--- src/rtl/muldiv_sequencer.sv ---
// muldiv_sequencer: multi-cycle 32x32 multiply/divide controller that steps a
// shared external ALU one iteration per clock (shift-add multiply, restoring
// divide) and collects the 64-bit result into Hi/Lo.
// Optional signed support is compiled in with `define MULDIV_SIGNED_EN; without
// it Op[1] is ignored and every operation is unsigned.
module muldiv_sequencer #(
  parameter int BITS_SIZE = 32
) (
  input  logic                 Clk,
  input  logic                 Reset,
  input  logic                 Start,
  input  logic [1:0]           Op,
  input  logic [BITS_SIZE-1:0] OpA,
  input  logic [BITS_SIZE-1:0] OpB,
  output logic                 Busy,
  output logic                 Done,
  output logic [BITS_SIZE-1:0] Hi,
  output logic [BITS_SIZE-1:0] Lo,
  output logic                 DivByZero,
  output logic [3:0]           AluCtl,
  output logic [BITS_SIZE-1:0] AluA,
  output logic [BITS_SIZE-1:0] AluB,
  input  logic [BITS_SIZE-1:0] AluResult
);

  localparam int W = BITS_SIZE;
  localparam logic [3:0] ALU_ADD = 4'd2;
  localparam logic [3:0] ALU_SUB = 4'd6;

  typedef enum logic [2:0] {
    S_IDLE,
    S_PRE,
    S_RUN,
    S_POST,
    S_DONE
  } state_t;

  state_t         state_q, state_d;
  logic [4:0]     cnt_q, cnt_d;
  // hi: product high half / remainder; lo: multiplier / quotient
  logic [W-1:0]   hi_q, hi_d;
  logic [W-1:0]   lo_q, lo_d;
  // b: multiplicand (multiply) or divisor (divide)
  logic [W-1:0]   b_q, b_d;
  logic           div_q, div_d;
  logic           sgn_q, sgn_d;
  logic           dbz_q, dbz_d;
  logic [W-1:0]   res_hi_q, res_lo_q;
  logic           res_dbz_q;

  logic [W-1:0]   sum;
  logic           carry;
  logic [W-1:0]   shf;
  logic           ge;
  logic           sgn_en;

`ifdef MULDIV_SIGNED_EN
  logic           sp_q, sp_d;
  logic           sr_q, sr_d;
  logic [W-1:0]   orig_q, orig_d;
  logic [2*W-1:0] prod_n;

  function automatic logic [W-1:0] neg_w(input logic [W-1:0] v);
    return '0 - v;
  endfunction

  function automatic logic [W-1:0] abs_w(input logic [W-1:0] v);
    return v[W-1] ? ('0 - v) : v;
  endfunction

  function automatic logic [2*W-1:0] neg_2w(input logic [2*W-1:0] v);
    return '0 - v;
  endfunction

  assign sgn_en = Op[1];
`else
  logic unused_op1;
  assign unused_op1 = Op[1];
  assign sgn_en     = 1'b0;
`endif

  assign Busy      = (state_q == S_PRE) || (state_q == S_RUN) || (state_q == S_POST);
  assign Done      = (state_q == S_DONE);
  assign Hi        = res_hi_q;
  assign Lo        = res_lo_q;
  assign DivByZero = res_dbz_q;

  // Next-state, datapath iteration and ALU drive.
  always_comb begin
    state_d = state_q;
    cnt_d   = cnt_q;
    hi_d    = hi_q;
    lo_d    = lo_q;
    b_d     = b_q;
    div_d   = div_q;
    sgn_d   = sgn_q;
    dbz_d   = dbz_q;
`ifdef MULDIV_SIGNED_EN
    sp_d    = sp_q;
    sr_d    = sr_q;
    orig_d  = orig_q;
    prod_n  = neg_2w({hi_q, lo_q});
`endif
    AluCtl  = 4'd0;
    AluA    = '0;
    AluB    = '0;
    sum     = hi_q;
    carry   = 1'b0;
    shf     = {hi_q[W-2:0], lo_q[W-1]};
    ge      = 1'b0;

    case (state_q)
      S_IDLE, S_DONE: begin
        if (state_q == S_DONE) state_d = S_IDLE;
        if (Start) begin
          div_d   = Op[0];
          sgn_d   = sgn_en;
          dbz_d   = Op[0] && (OpB == '0);
          hi_d    = '0;
          lo_d    = Op[0] ? OpA : OpB;
          b_d     = Op[0] ? OpB : OpA;
          cnt_d   = '0;
`ifdef MULDIV_SIGNED_EN
          orig_d  = OpA;
`endif
          state_d = sgn_en ? S_PRE : S_RUN;
        end
      end

      S_PRE: begin
`ifdef MULDIV_SIGNED_EN
        // Work on magnitudes; remember result signs for the fix-up in POST.
        sp_d = lo_q[W-1] ^ b_q[W-1];
        sr_d = div_q & lo_q[W-1];
        lo_d = abs_w(lo_q);
        b_d  = abs_w(b_q);
`endif
        state_d = S_RUN;
      end

      S_RUN: begin
        if (div_q) begin
          // Restoring step: the shifted remainder is 33 bits wide, its top
          // bit lives in hi_q[W-1] and forces a subtract when set.
          AluCtl = ALU_SUB;
          AluA   = shf;
          AluB   = b_q;
          ge     = hi_q[W-1] | (shf >= b_q);
          hi_d   = ge ? AluResult : shf;
          lo_d   = {lo_q[W-2:0], ge};
        end else begin
          // Shift-add step: carry out of the add is recovered by compare.
          AluCtl = ALU_ADD;
          AluA   = hi_q;
          AluB   = b_q;
          if (lo_q[0]) begin
            sum   = AluResult;
            carry = (AluResult < hi_q);
          end
          hi_d = {carry, sum[W-1:1]};
          lo_d = {sum[0], lo_q[W-1:1]};
        end
        cnt_d = cnt_q + 5'd1;
        if (cnt_q == 5'd31) state_d = sgn_q ? S_POST : S_DONE;
      end

      S_POST: begin
`ifdef MULDIV_SIGNED_EN
        if (div_q) begin
          lo_d = sp_q ? neg_w(lo_q) : lo_q;
          hi_d = sr_q ? neg_w(hi_q) : hi_q;
          if (dbz_q) begin
            lo_d = '1;
            hi_d = orig_q;
          end
        end else if (sp_q) begin
          {hi_d, lo_d} = prod_n;
        end
`endif
        state_d = S_DONE;
      end

      default: state_d = S_IDLE;
    endcase
  end

  // Control state and visible results; results load on entry to DONE.
  always_ff @(posedge Clk) begin
    if (Reset) begin
      state_q   <= S_IDLE;
      cnt_q     <= '0;
      res_hi_q  <= '0;
      res_lo_q  <= '0;
      res_dbz_q <= 1'b0;
    end else begin
      state_q <= state_d;
      cnt_q   <= cnt_d;
      if (state_d == S_DONE) begin
        res_hi_q  <= hi_d;
        res_lo_q  <= lo_d;
        res_dbz_q <= dbz_q;
      end
    end
  end

  // Working datapath registers; always reloaded on accept, so no reset.
  always_ff @(posedge Clk) begin
    hi_q  <= hi_d;
    lo_q  <= lo_d;
    b_q   <= b_d;
    div_q <= div_d;
    sgn_q <= sgn_d;
    dbz_q <= dbz_d;
`ifdef MULDIV_SIGNED_EN
    sp_q   <= sp_d;
    sr_q   <= sr_d;
    orig_q <= orig_d;
`endif
  end

endmodule

--- config.mk ---
export PLATFORM = sky130hd
export DESIGN_NAME = muldiv_sequencer
export DESIGN_NICKNAME = d
export VERILOG_FILES = /design/src/rtl/muldiv_sequencer.sv
export SDC_FILE = /design/constraint.sdc
export NUM_CORES = 1
export LEC_CHECK = 0
export ABC_AREA = 1
export ABC_CLOCK_PERIOD_IN_PS = 4600
export BUFFER_PORTS_ARGS = -buffer_cell sky130_fd_sc_hd__buf_4
export CORE_MARGIN = 1
export CORE_UTILIZATION = 40
export CTS_CLUSTER_DIAMETER = 50
export DETAILED_ROUTE_END_ITERATION = 10
export PLACE_DENSITY = 0.69
export SLEW_MARGIN = 0
export SYNTH_ARGS = -nofsm -noshare
export SYNTH_HDL_FRONTEND = slang
export SYNTH_SLANG_ARGS = --single-unit
--- constraint.sdc ---
create_clock -name Clk -period 4.6 [get_ports Clk]
set_input_delay 0.69 -clock Clk [delete_from_list [all_inputs] [get_ports Clk]]
set_output_delay 0.69 -clock Clk [all_outputs]
set_load 0.005 [all_outputs]
==> metrics.txt <==
unrepaired setup endpoints after global routing false; worst setup path category reg2out; Routed Antenna Nets 0; Final Skew 0.02070 ns; initial antenna violation count 0; dpl cell area 13240 um^2; Synth warnings 0; Layout Nets around 1900; required time of the critical path a little under 4 ns; Placed Cells slightly above 2000; crit start category flop; setup bufs post-CTS 0; Non-Filler Instances between 2000 and 2500; first-pass GRT wire length approximately 53000 um; post-synth top area cell dfxtp_1; Mean Syn Cell Area ~7.3 um^2; Fin. Hold Viols 0; CP max stage delay 0.79 ns; Static Leak between 6 and 7 nW; top post-synthesis cells by area dfxtp_1 (24%), edfxtp_1 (9.0%), o21ai_0 (8.7%); Top FF cell, synth dfxtp_1; Fmax 334.1 MHz; status completed; max-slew violation count 0; routed vias/inst between 5 and 6; routed len/inst around 16 um; Syn Std Cell Area roughly 11000 um^2; GR Overflow Total 0; Async SR Flop Fraction 0; largest net degree at the start of global routing around 130; Synth cell types 41; Pwr per Cell Area about 380 nW/um^2; final period utilization 0.6507; Worst-Margin Slew slightly above 1 ns; critical path cell sequence buf_12 -> inv_1 -> nor2_1 -> buf_4; first drt pass iteration count 5; GRT Total Usage 0.2333; CP endpoint kind primary output; core area ~28000 um^2; vias in the first global route roughly 10000; Hold Path Class reg2reg; fraction of the yosys area taken by sequential cells 0.3309; DR iter-0 viols ~1000; Root Driver clkbuf_16; Fin Setup TNS 0 ns; chip width roughly 170 um; Yosys reg bits about 170; synthesis-to-layout area growth 22.28%; Port Buffers ~230; CTS tree yes; Die H roughly 170 um; DRC violations left 0; post-synth top area share 0.2411; Post-synth EDFFs 34; Routability Congestion between 0.8 and 0.9; layout cell share with drive strength beyond 1 0.2436; maximum root-to-sink buffer count 2; Tmin final about 3 ns; clock slew at reported path FFs roughly 0.08 ns; Cells after Synth ~1600; worst vdd ir 0.2027 mV; initial core utilization 0.4083; wirelength, routed ~34000 um; crit path max fanout 99; antenna cells 0; H-tree lvl count 4; Max-Cap Viols 0; slowest CP cell inv_1; DP HPWL around 24000 um; worst skew pair latency around 0.44 ns; Max-slew headroom 0.3181; total CTS buffers 17; final setup violation count 0; Critical Path AT approximately 2.3 ns; CTS hold repair buffers 0; post-CTS sizing 0; clk sinks 171; I/O Pins ~240; Final Cell Area about 14000 um^2; die area about 29000 um^2; vias 10930; row count approximately 60
==> registers in the layout (all words and copies together), names as in the netlist <==
signal / flops
dbz_q: 1
state_q: 3
DivByZero: 1
Hi: 32
lo_q: 32
cnt_q: 5
Lo: 32
b_q: 32
div_q: 1
hi_q: 32
==> cells in the final DEF, fill, tap and decap left out, drive strengths merged <==
cell type | Yosys | routed
nor4 | 7 | 7
clkbuf | 65 | 18
and2 | 1 | 1
o211ai | 45 | 45
or4 | 2 | 2
o21a | 34 | 34
nand3 | 74 | 74
o21bai | 32 | 32
inv | 222 | 230
nand2 | 272 | 272
a221oi | 2 | 2
nand4 | 3 | 3
o221ai | 16 | 16
dfxtp | 137 | 137
a41oi | 1 | 1
conb | 1 | 3
a211oi | 32 | 32
and3 | 2 | 2
o21ai | 235 | 235
bufinv | 0 | 3
nand3b | 1 | 1
buf | 40 | 245
clkinv | 0 | 3
nor2 | 134 | 134
edfxtp | 34 | 34
a21oi | 95 | 95
nor3 | 6 | 6
ha | 65 | 65
==> metrics by stage <==
stage	hold slack (ns)	util	power, W	setup slack (ns)
global placement	0.4532	0.4754	0.003580	1.892
finish	0.4733	0.4992	0.005261	1.607
detailed placement	0.4623	0.4754	0.003621	1.856
CTS	0.4541	0.4992	0.005272	1.628
global route	0.4699	0.4992	0.005575	1.522
floorplan	0.4392	-	0.003129	2.568
==> routing by layer <==
metal | share of wire | GRT usage
met4 | 0.020 | 0.06894
met3 | 0.060 | 0.03794
met5 | 0 | 0
met1 | 0.47 | 0.3240
met2 | 0.45 | 0.3697
==> synthesized netlist by cell type (34+ instances only) <==
master and number:
edfxtp_1 34, inv_1 213, nor2_1 129, dfxtp_1 137, ha_1 65, o21a_1 34, o21ai_1 37, nand2_2 62
a21oi_1 95, o21ai_0 198, nand2_1 206, clkbuf_1 65, nand3_1 42
==> where the power goes <==
group | internal, W | leakage, nW | switching [W] | total (W)
Combinational | 0.000635 | 4.89 | 0.00106 | 0.00169
Clock | 0.000924 | 0.326 | 0.000734 | 0.00166
Sequential | 0.00174 | 1.45 | 0.000171 | 0.00191
==> worst max-delay path, delay by kind of cell (launching register included) <==
kind,cells,cell delay (ns)
flip-flops,1,0.44
buffers and inverters,3,1.24
AND/OR/NAND/NOR,1,0.13
==> path summary, 6_finish.rpt <==
kind | startpoint | endpoint | slack (ns) | cells past startpoint
max | div_q | AluCtl[2] | 1.61 | 4
min | cnt_q[4] | cnt_q[4] | 0.47 | 2
max reg2reg | b_q[21] | Hi[31] | 1.83 | 16
min reg2reg | cnt_q[4] | cnt_q[4] | 0.47 | 2
==> layout make-up <==
type	count	area, um^2
Tap cell	378	473.0
Multi-Input combinational cell	1062	6309
Sequential cell	171	3764
Clock inverter	14	214.0
Clock buffer	18	450.4
Timing Repair Buffer	245	1864
Fill cell	2769	13950
Inverter	222	833.3
==> cell families after synthesis <==
| family | count (synthesis) | synth area share |
|---|---|---|
| AOI/OAI and AO/OA | 492 | 0.2670 |
| adders and majority gates | 65 | 0.07151 |
| buffers and inverters | 327 | 0.1163 |
| other | 1 | 0.0003297 |
| and+or+nand+nor | 502 | 0.2140 |
| DFF | 171 | 0.3309 |
Note: power is estimated with default switching activity, not from simulation.
